===== config.mk =====
export PLATFORM = sky130hd
export DESIGN_NAME = dot_post_pack_flat
export DESIGN_NICKNAME = d
export VERILOG_FILES = /design/src/rtl/dot_post_pack_if.sv /design/src/rtl/dot_post_pack.sv /design/src/flat_wrapper.sv
export SDC_FILE = /design/constraint.sdc
export NUM_CORES = 1
export LEC_CHECK = 0
export BUFFER_PORTS_ARGS = -buffer_cell sky130_fd_sc_hd__buf_2
export CAP_MARGIN = 20
export CORE_ASPECT_RATIO = 1.4
export CORE_UTILIZATION = 60
export DETAILED_ROUTE_END_ITERATION = 6
export GPL_ROUTABILITY_DRIVEN = 0
export PLACE_DENSITY = 0.86
export SLEW_MARGIN = 20
export SYNTH_ARGS = -nofsm -noshare
export SYNTH_HDL_FRONTEND = slang
export SYNTH_SLANG_ARGS = --single-unit

===== constraint.sdc =====
create_clock -name clk -period 10.1 [get_ports clk]
set_clock_uncertainty 0.1 [all_clocks]
set_input_delay 1.01 -clock clk [delete_from_list [all_inputs] [get_ports clk]]
set_output_delay 1.01 -clock clk [all_outputs]
set_load 0.03 [all_outputs]

===== src/rtl/dot_post_pack_if.sv =====
// Result-word handshake between dot_post_pack (master) and its consumer (slave).
// valid/ready: a word transfers on a clock edge where out_valid and out_ready are both 1; once raised, out_valid and out_vec hold until that transfer.
interface dot_post_pack_if #(
  parameter int LANES = 16
) ();
  logic [LANES*16-1:0] out_vec;
  logic                out_valid;
  logic                out_ready;

  modport master (output out_vec, output out_valid, input out_ready);
  modport slave  (input out_vec, input out_valid, output out_ready);
endinterface


===== src/rtl/dot_post_pack.sv =====
// Sums CHUNKS partial dot products per neuron, adds bias, optional ReLU, saturates to Q4.11,
// and packs LANES neuron results into one handshaked output word.
module dot_post_pack #(
  parameter int CHUNKS  = 4,
  parameter int LANES   = 16,
  parameter bit RELU_EN = 1'b1
) (
  input  logic        clk,
  input  logic        rst,
  input  logic [15:0] dot_in,
  input  logic        dot_done,
  input  logic [15:0] bias_in,
  output logic        pe_rst,
  output logic [3:0]  lane_idx,
  output logic        ovf_err,
  output logic [1:0]  state_dbg,
  dot_post_pack_if.master obus
);

  typedef enum logic [1:0] {
    S_WAIT = 2'd0,
    S_POST = 2'd1,
    S_OUT  = 2'd2
  } state_t;

  state_t              state, state_nx;
  logic                done_q;
  logic                pend;
  logic [15:0]         pend_val;
  logic signed [23:0]  acc;
  logic [4:0]          chunk_cnt;
  logic [LANES*16-1:0] vec_q;

  logic                dn_edge;
  logic                take;
  logic [15:0]         src;
  logic signed [23:0]  acc_sum;
  logic signed [23:0]  r_sum;
  logic [15:0]         lane_val;

  always_comb begin
    dn_edge  = dot_done & ~done_q;
    take     = (state == S_WAIT) && (dn_edge || pend);
    // A pended capture is always older than a live edge, so it is consumed first.
    src      = pend ? pend_val : dot_in;
    acc_sum  = acc + {{8{src[15]}}, src};
    r_sum    = acc + {{8{bias_in[15]}}, bias_in};
    if (RELU_EN && (r_sum < 24'sd0))      lane_val = 16'h0000;
    else if (r_sum > 24'sd32767)          lane_val = 16'h7fff;
    else if (r_sum < -24'sd32768)         lane_val = 16'h8000;
    else                                  lane_val = r_sum[15:0];

    state_nx = state;
    case (state)
      S_WAIT:  if (take && (chunk_cnt == 5'(CHUNKS - 1))) state_nx = S_POST;
      S_POST:  state_nx = (lane_idx == 4'(LANES - 1)) ? S_OUT : S_WAIT;
      S_OUT:   if (obus.out_ready) state_nx = S_WAIT;
      default: state_nx = S_WAIT;
    endcase
  end

  always_ff @(posedge clk or negedge rst) begin
    if (!rst) begin
      state     <= S_WAIT;
      done_q    <= 1'b0;
      pend      <= 1'b0;
      pend_val  <= 16'h0000;
      acc       <= 24'sd0;
      chunk_cnt <= 5'd0;
      vec_q     <= '0;
      lane_idx  <= 4'd0;
      pe_rst    <= 1'b0;
      ovf_err   <= 1'b0;
    end else begin
      state  <= state_nx;
      done_q <= dot_done;
      pe_rst <= 1'b0;

      if (state == S_WAIT) begin
        if (take) begin
          acc       <= acc_sum;
          chunk_cnt <= chunk_cnt + 5'd1;
          pend      <= pend & dn_edge;
        end
        // A live edge that arrives while the pend slot is being drained refills the slot.
        if (pend && dn_edge) pend_val <= dot_in;
        if (dn_edge) pe_rst <= 1'b1;
      end else if (dn_edge) begin
        if (!pend) begin
          pend     <= 1'b1;
          pend_val <= dot_in;
          pe_rst   <= 1'b1;
        end else begin
          ovf_err <= 1'b1;
        end
      end

      if (state == S_POST) begin
        vec_q[16*lane_idx +: 16] <= lane_val;
        acc       <= 24'sd0;
        chunk_cnt <= 5'd0;
        if (lane_idx != 4'(LANES - 1)) lane_idx <= lane_idx + 4'd1;
      end

      if ((state == S_OUT) && obus.out_ready) lane_idx <= 4'd0;
    end
  end

  assign obus.out_vec   = vec_q;
  assign obus.out_valid = (state == S_OUT);
  assign state_dbg      = state;

endmodule


===== src/flat_wrapper.sv =====
// flat-port wrapper written by rule: the top's interface ports become plain ports
module dot_post_pack_flat 
#(
  parameter int CHUNKS  = 4,
  parameter int LANES   = 16,
  parameter bit RELU_EN = 1'b1
)
  (clk, rst, dot_in, dot_done, bias_in, pe_rst, lane_idx, ovf_err, state_dbg, obus_out_vec, obus_out_valid, obus_out_ready);
  dot_post_pack_if #(.LANES(LANES)) obus_i ();
  input  logic clk;
  input  logic rst;
  input  logic [15:0] dot_in;
  input  logic dot_done;
  input  logic [15:0] bias_in;
  output logic pe_rst;
  output logic [3:0] lane_idx;
  output logic ovf_err;
  output logic [1:0] state_dbg;
  output wire logic [$bits(obus_i.out_vec)-1:0] obus_out_vec;
  output wire logic [$bits(obus_i.out_valid)-1:0] obus_out_valid;
  input wire logic [$bits(obus_i.out_ready)-1:0] obus_out_ready;
  assign obus_out_vec = obus_i.out_vec;
  assign obus_out_valid = obus_i.out_valid;
  assign obus_i.out_ready = obus_out_ready;
  dot_post_pack #(.CHUNKS(CHUNKS), .LANES(LANES), .RELU_EN(RELU_EN)) u_core (.clk(clk), .rst(rst), .dot_in(dot_in), .dot_done(dot_done), .bias_in(bias_in), .pe_rst(pe_rst), .lane_idx(lane_idx), .ovf_err(ovf_err), .state_dbg(state_dbg), .obus(obus_i));
endmodule

## Word-level counts from Yosys, hierarchy flattened

Index checks and enable logic that the tools add are counted.

- Bits in registers: 311
- Input port bits: 36
- Output and inout port bits: 265
- Word-level logic and storage cells: 78

- Add/subtract/negate cells: 5
- Magnitude comparators: 3
- Equal/unequal tests: 9
- Shift operators: 2
- Muxes and demuxes: 28
- Bitwise operators: 4
- Reduce and logical (&&, ||, !) cells: 17

Operators with widths:

| cell | count |
|---|---|
| 256-bit bitwise mux | 1 |
| 16-bit by 34-bit variable shift with 256-bit output, first input constant | 1 |
| 16-bit by 34-bit variable part select with 256-bit output | 1 |
| 16-bit two-way mux | 7 |
| 24-bit two-way mux | 3 |
| 24-bit adder | 2 |
| 8-bit negation with 34-bit output | 1 |
| 24-bit by 16-bit > comparator with 1-bit output, second input constant | 1 |
| 24-bit by 1-bit < comparator with 1-bit output, second input constant | 1 |
| 24-bit by 16-bit < comparator with 1-bit output, second input constant | 1 |
| 5-bit two-way mux | 3 |
| 4-bit two-way mux | 3 |
| 2-bit AND reduction | 5 |
| 2-bit nonzero test | 5 |
| 1-bit two-way mux | 7 |
| 2-bit two-way mux | 3 |
| 2-bit by 1-bit != test with 1-bit output, second input constant | 3 |
| 2-bit one-hot mux with 3 select lines | 1 |
| 5-bit by 1-bit adder with 5-bit output, second input constant | 1 |
| 5-bit by 2-bit == test with 1-bit output, second input constant | 1 |
| 4-bit by 1-bit adder with 4-bit output, second input constant | 1 |
| 4-bit == test, second input constant | 1 |
| 1-bit logical AND | 4 |
| 4-bit != test, second input constant | 1 |
| other kinds (8) | 10 |

## Depth between registers and ports, before layout

- Depth after elaboration: 7
- Mapped depth: 13
- Mapped depth without buffers: 11

## Worst setup path before layout

OpenSTA, ideal clock, no wires.

- Path kind: input to register
- Start point: in bias_in[10]
- End point: reg u_core.vec_q[2] (netlist: u_core.obus.out_vec[2])
- Setup time: 0.123 ns
- Data arrival time: 3.944 ns
- Required time: 9.877 ns
- Slack: 5.932 ns
- Stages: 11
- Path buffers: 2
- Cell sequence: ha_1 -> a21o_1 -> a21o_1 -> a221o_1 -> or4_4 -> a31oi_4 -> nand4_4 -> buf_8 -> nor4b_4 -> buf_6 -> o21ai_1

- Cells in the longest elaborated chain, start to end: 7
- Elaborated cells between the ends (all ways): 9
- Classes of those cells: add/sub: 1; order compare: 3; shift: 1; mux: 4

Ends and longest elaborated chain:

| element | line | text |
|---|---|---|
| start, declared | flat_wrapper.sv:14 | `input logic [15:0] bias_in;` |
| 24-bit adder (*) | dot_post_pack.sv:47 | `r_sum = acc + {{8{bias_in[15]}}, bias_in};` |
| 24-bit by 16-bit < comparator with 1-bit output | dot_post_pack.sv:50 | `else if (r_sum < -24'sd32768) lane_val = 16'h8000;` |
| 16-bit two-way mux | dot_post_pack.sv:50 |  |
| 16-bit two-way mux | dot_post_pack.sv:49 | `else if (r_sum > 24'sd32767) lane_val = 16'h7fff;` |
| 16-bit two-way mux (*) | dot_post_pack.sv:48 | `if (RELU_EN && (r_sum < 24'sd0)) lane_val = 16'h0000;` |
| 16-bit by 34-bit variable part select with 256-bit output (*) | dot_post_pack.sv:99 | `vec_q[16*lane_idx +: 16] <= lane_val;` |
| 256-bit bitwise mux (*) | dot_post_pack.sv:99 |  |
| end signal, assigned by index | dot_post_pack.sv:99 |  |
| end, declared | dot_post_pack.sv:32 | `logic [LANES*16-1:0] vec_q;` |

Every way passes the cells marked *; elsewhere a longest branch is shown, timed or not.
A chain may end at the register's enable or synchronous reset.

## Worst setup path after layout

- Start point: in bias_in[0]
- End point: reg u_core.vec_q[222] (netlist: u_core.obus.out_vec[222])

Same word-level chain as after synthesis.

==> metrics.log <==
INFO  metric outcome = finished with violations
INFO  metric failed_checks = design-rule violations
INFO  metric worst_hold_path_type = reg -> reg
INFO  metric fin_setup_tns = 0 ns
INFO  metric timing.critical_path.arrival = 4.88 ns
INFO  metric overflow = 0
INFO  metric whs = 0.373 ns
INFO  metric global_route.peak_usage_layer = met2
INFO  metric power-per-cell-area = about 260 nW/um^2
INFO  metric layout-area-overhead-vs-synth = 18.6%
INFO  metric placement.io_buffers = 300
INFO  metric postRouteWirelength = 44100 um
INFO  metric timing.final.setup_violations = 0
INFO  metric final.min_clock_period = 4.61 ns
INFO  metric synth-main-ff-cell = dfrtp_1
INFO  metric worstRegToRegCells = 11
INFO  metric synth_largest_area_cell = dfrtp_1
INFO  metric grtUsageMet2 = 61.5%
INFO  metric pin_count_of_the_biggest_net_entering_global_routing = 107
INFO  metric clock_power_share = about a quarter
INFO  metric hold_viol = 0
INFO  metric grt_pass1_wl = approximately 70000 um
INFO  metric finish.net_count = 1790
INFO  metric drc_errors = 1
INFO  metric crit_path_end_kind = flop
INFO  metric net-switching-power = 1.82 mW
INFO  metric worst_skew_pair.late_latency = 0.56 ns
INFO  metric crit_path_cell_trace = buf_2 -> ha_1 -> inv_1 -> fa_1 -> nand2b_1 -> a21o_1 -> a21o_1 -> a31oi_1 -> mux2i_1 -> nand4_4 -> nor4_4 -> o21ai_0
INFO  metric cts_tree = built
INFO  metric netlist_area = 14600 sq um
INFO  metric path_clk_slew = 0.07 ns
INFO  metric max-clock-path-buffers = 3
INFO  metric track_usage = 35.9%
INFO  metric layout-drive-gt1-share = 26.6%
INFO  metric place_hpwl = 30600 um
INFO  metric ys_async_sr_fraction = 100%
INFO  metric required = 10.38 ns
INFO  metric drt_iter0_markers = between 800 and 900
INFO  metric row_count = 67
INFO  metric final_common_cell = dfrtp_1
INFO  metric yosys.area.top_type_share = 53.4%
INFO  metric clk_root_buffer_cell = clkbuf_16
INFO  metric crit_path_top_delay_cell = nor4_4
INFO  metric finalMaxSlewViolations = 0
INFO  metric setup_ws = 5.49 ns
INFO  metric worst_slew_margin_rel = 27.0%
INFO  metric tritoncts_num_sinks = 311
INFO  metric critical_path.endpoint = u_core.obus.out_vec[222]
INFO  metric vias = 12.7k
INFO  metric crit-reg2reg-capture = u_core.obus.out_vec[222]
INFO  metric timing.setup.critical_path_class = in -> reg
INFO  metric p_seq_share = between 30% and 40%
INFO  metric startpoint_type = primary input
INFO  metric post_cts_resized = 0
INFO  metric critical-path-top-cell-by-count = a21o_1
INFO  metric design.die.area = about 25000 sq um
INFO  metric first_global_vias = 12.5k
INFO  metric syn-num-nets = 1511
INFO  metric timing_worst_slew_pin_value = 1.09 ns
INFO  metric leakagePower = about 8 nW
INFO  metric maxCapViolCount = 0
INFO  metric grt_antenna_before_repair = 0
INFO  metric ys_seq_elements = 311
INFO  metric r2r_setup_slack = 5.62 ns
INFO  metric worstPathBufferInverterCount = 2
INFO  metric period_share = 45.6%
INFO  metric irDropWorstVdd = 210 uV
INFO  metric h_tree_depth = 1
INFO  metric worstPathMaxFanout = 16
INFO  metric p_total = around 4.5 mW
INFO  metric placement_stage_worst_setup_slack = 4.88 ns
INFO  metric global_route.usage.met3 = 6.44%
INFO  metric crit_path_start = bias_in[0]
INFO  metric worst-path-stages = 12
INFO  metric cts.repair_timing.setup_buffer_count = 0
INFO  metric path_delay_family = simple AND/OR/NAND/NOR gates
INFO  metric num_io_pins = ~300
INFO  metric wl_per_cell = 21.7 um
INFO  metric critical_path.reg2reg.startpoint = u_core.acc[0]
INFO  metric final_cell_mix = dfrtp_1, nand2_1, buf_2
INFO  metric die_width = 134 um
INFO  metric drt_pass1_iterations = 7
INFO  metric post_synth.cell_area_avg = 10.2 sq um
INFO  metric initial_core_utilization = 61.0%
INFO  metric setup_repair_after_global_routing_missed_its_margin = false
INFO  metric combPwrFrac = 39.2%
INFO  metric dieHeight = 186 um
INFO  metric intPower = approximately 2.7 mW
INFO  metric numCtsBuffers = 30
INFO  metric num_antenna_cells = 0
INFO  metric synth_cells = 1423
INFO  metric clock.fmax = 217 MHz
INFO  metric sequential_cell_area_fraction_in_the_yosys_report = 53.4%
INFO  metric slowest_cell_delay_on_critical_path = approximately 1.1 ns
INFO  metric post_synth_edffs = 0
INFO  metric drtAntennaViolNets = 0
INFO  metric p_sw_share = 40.1%
INFO  metric grt_use_met1 = 42.2%
INFO  metric post_drt_via_cell_ratio = 6.23
INFO  metric yosysWarnings = 0
INFO  metric hold_buffers = 0
INFO  metric coreArea = 23900 sq um
INFO  metric synth.area.top_cells = dfrtp_1, nand2_1, o21ai_0
INFO  metric synth_cell_type_count = 71
INFO  metric fillCellCount = 1660
## worst reg2reg max path: stages, from the launching register on
cell and delay [ns]:
dfrtp_1 0.39, ha_1 0.23, inv_1 0.07, fa_1 0.40, nand2b_1 0.20, a21o_1 0.20
a21o_1 0.20, a31oi_1 0.35, mux2i_1 0.35, nand4_4 0.50, nor4_4 1.05, o21ai_0 0.27
## through the flow
stage	area [sq um]	instances	utilization (%)
6_report	17300	2033	72.3
5_1_grt	17300	2033	72.3
4_1_cts	17300	2031	72.2
3_5_place_dp	16200	1978	68.0
3_3_place_gp	16200	1978	68.0
2_1_floorplan	14600	1423	-
## sequential cells by signal, indices dropped and copies added, names as in the netlist
name	flops
u_core.pe_rst	1
u_core.acc	24
u_core.done_q	1
u_core.pend	1
u_core.lane_idx	4
u_core.pend_val	16
u_core.ovf_err	1
u_core.state_dbg	2
u_core.chunk_cnt	5
u_core.obus.out_vec	256
## worst min path at each step
stage | cells past startpoint | startpoint | to
after floorplan | 1 | u_core.chunk_cnt[4] | u_core.state_dbg[0]
after CTS | 2 | u_core.obus.out_vec[144] | u_core.obus.out_vec[144]
final | 1 | u_core.ovf_err | u_core.ovf_err
after global routing | 2 | u_core.obus.out_vec[211] | u_core.obus.out_vec[211]
after global placement | 2 | u_core.obus.out_vec[20] | u_core.obus.out_vec[20]
after detailed placement | 1 | u_core.ovf_err | u_core.ovf_err
## final cells by class
type                            instances  area, sq um  area share, %
Multi-Input combinational cell       1015         6330           36.7
Clock inverter                         12          149          0.862
Sequential cell                       311         7780           45.0
Timing Repair Buffer                  320         1670           9.68
Inverter                               24         90.1          0.521
Clock buffer                           41          863           5.00
Tap cell                              310          388           2.24
## power by group through the flow
stage / sequential (mW) / combinational (mW) / clock (mW)
after global routing: 1.62 / 1.93 / 1.21
after detailed placement: 1.61 / 1.73 / 0
after floorplan: 1.80 / 1.13 / 0
final: 1.60 / 1.78 / 1.16
after global placement: 1.60 / 1.68 / 0
after CTS: 1.59 / 1.75 / 1.16
## cell usage after synthesis (all sizes together) (3+ instances only)
cell type / n
ha: 50
a31oi: 5
and3: 9
or4: 9
o21bai: 5
and2: 19
nor4b: 3
nand2: 300
nor3: 11
xnor2: 18
buf: 17
or2: 8
or4b: 3
clkbuf: 56
o21a: 10
nand4: 7
nor4: 20
xor2: 16
a22o: 5
a21o: 22
o21ai: 260
nand2b: 6
mux2: 31
nor2: 37
o211ai: 4
inv: 24
a21oi: 42
dfrtp: 311
o31ai: 36
mux2i: 8
or3: 6
a211oi: 10
nor3b: 4
nor2b: 7
nand3: 15
## per-layer routing
layer  part of all wire (%)  wire length, um  vias up
li1                       -                -     5564
met1                     36            15700     6230
met2                     50            22200      719
met3                    8.0             3540      161
met4                    6.2             2730        0
met5                      0                0        -
## cells by family (layout without fill, tap and decap cells)
kind of cell,Yosys count,count (layout),share of synthesized area (%)
AO/OA/AOI/OAI,422,422,17.8
multiplexers,39,39,2.94
flip-flops,311,311,53.4
XOR/XNOR,34,34,2.04
adder cells (fa/ha/maj),52,52,4.57
buffers and inverters,97,397,3.24
AND/OR/NAND/NOR,468,468,16.0
No activity file was read; power rests on OpenSTA's default activity.
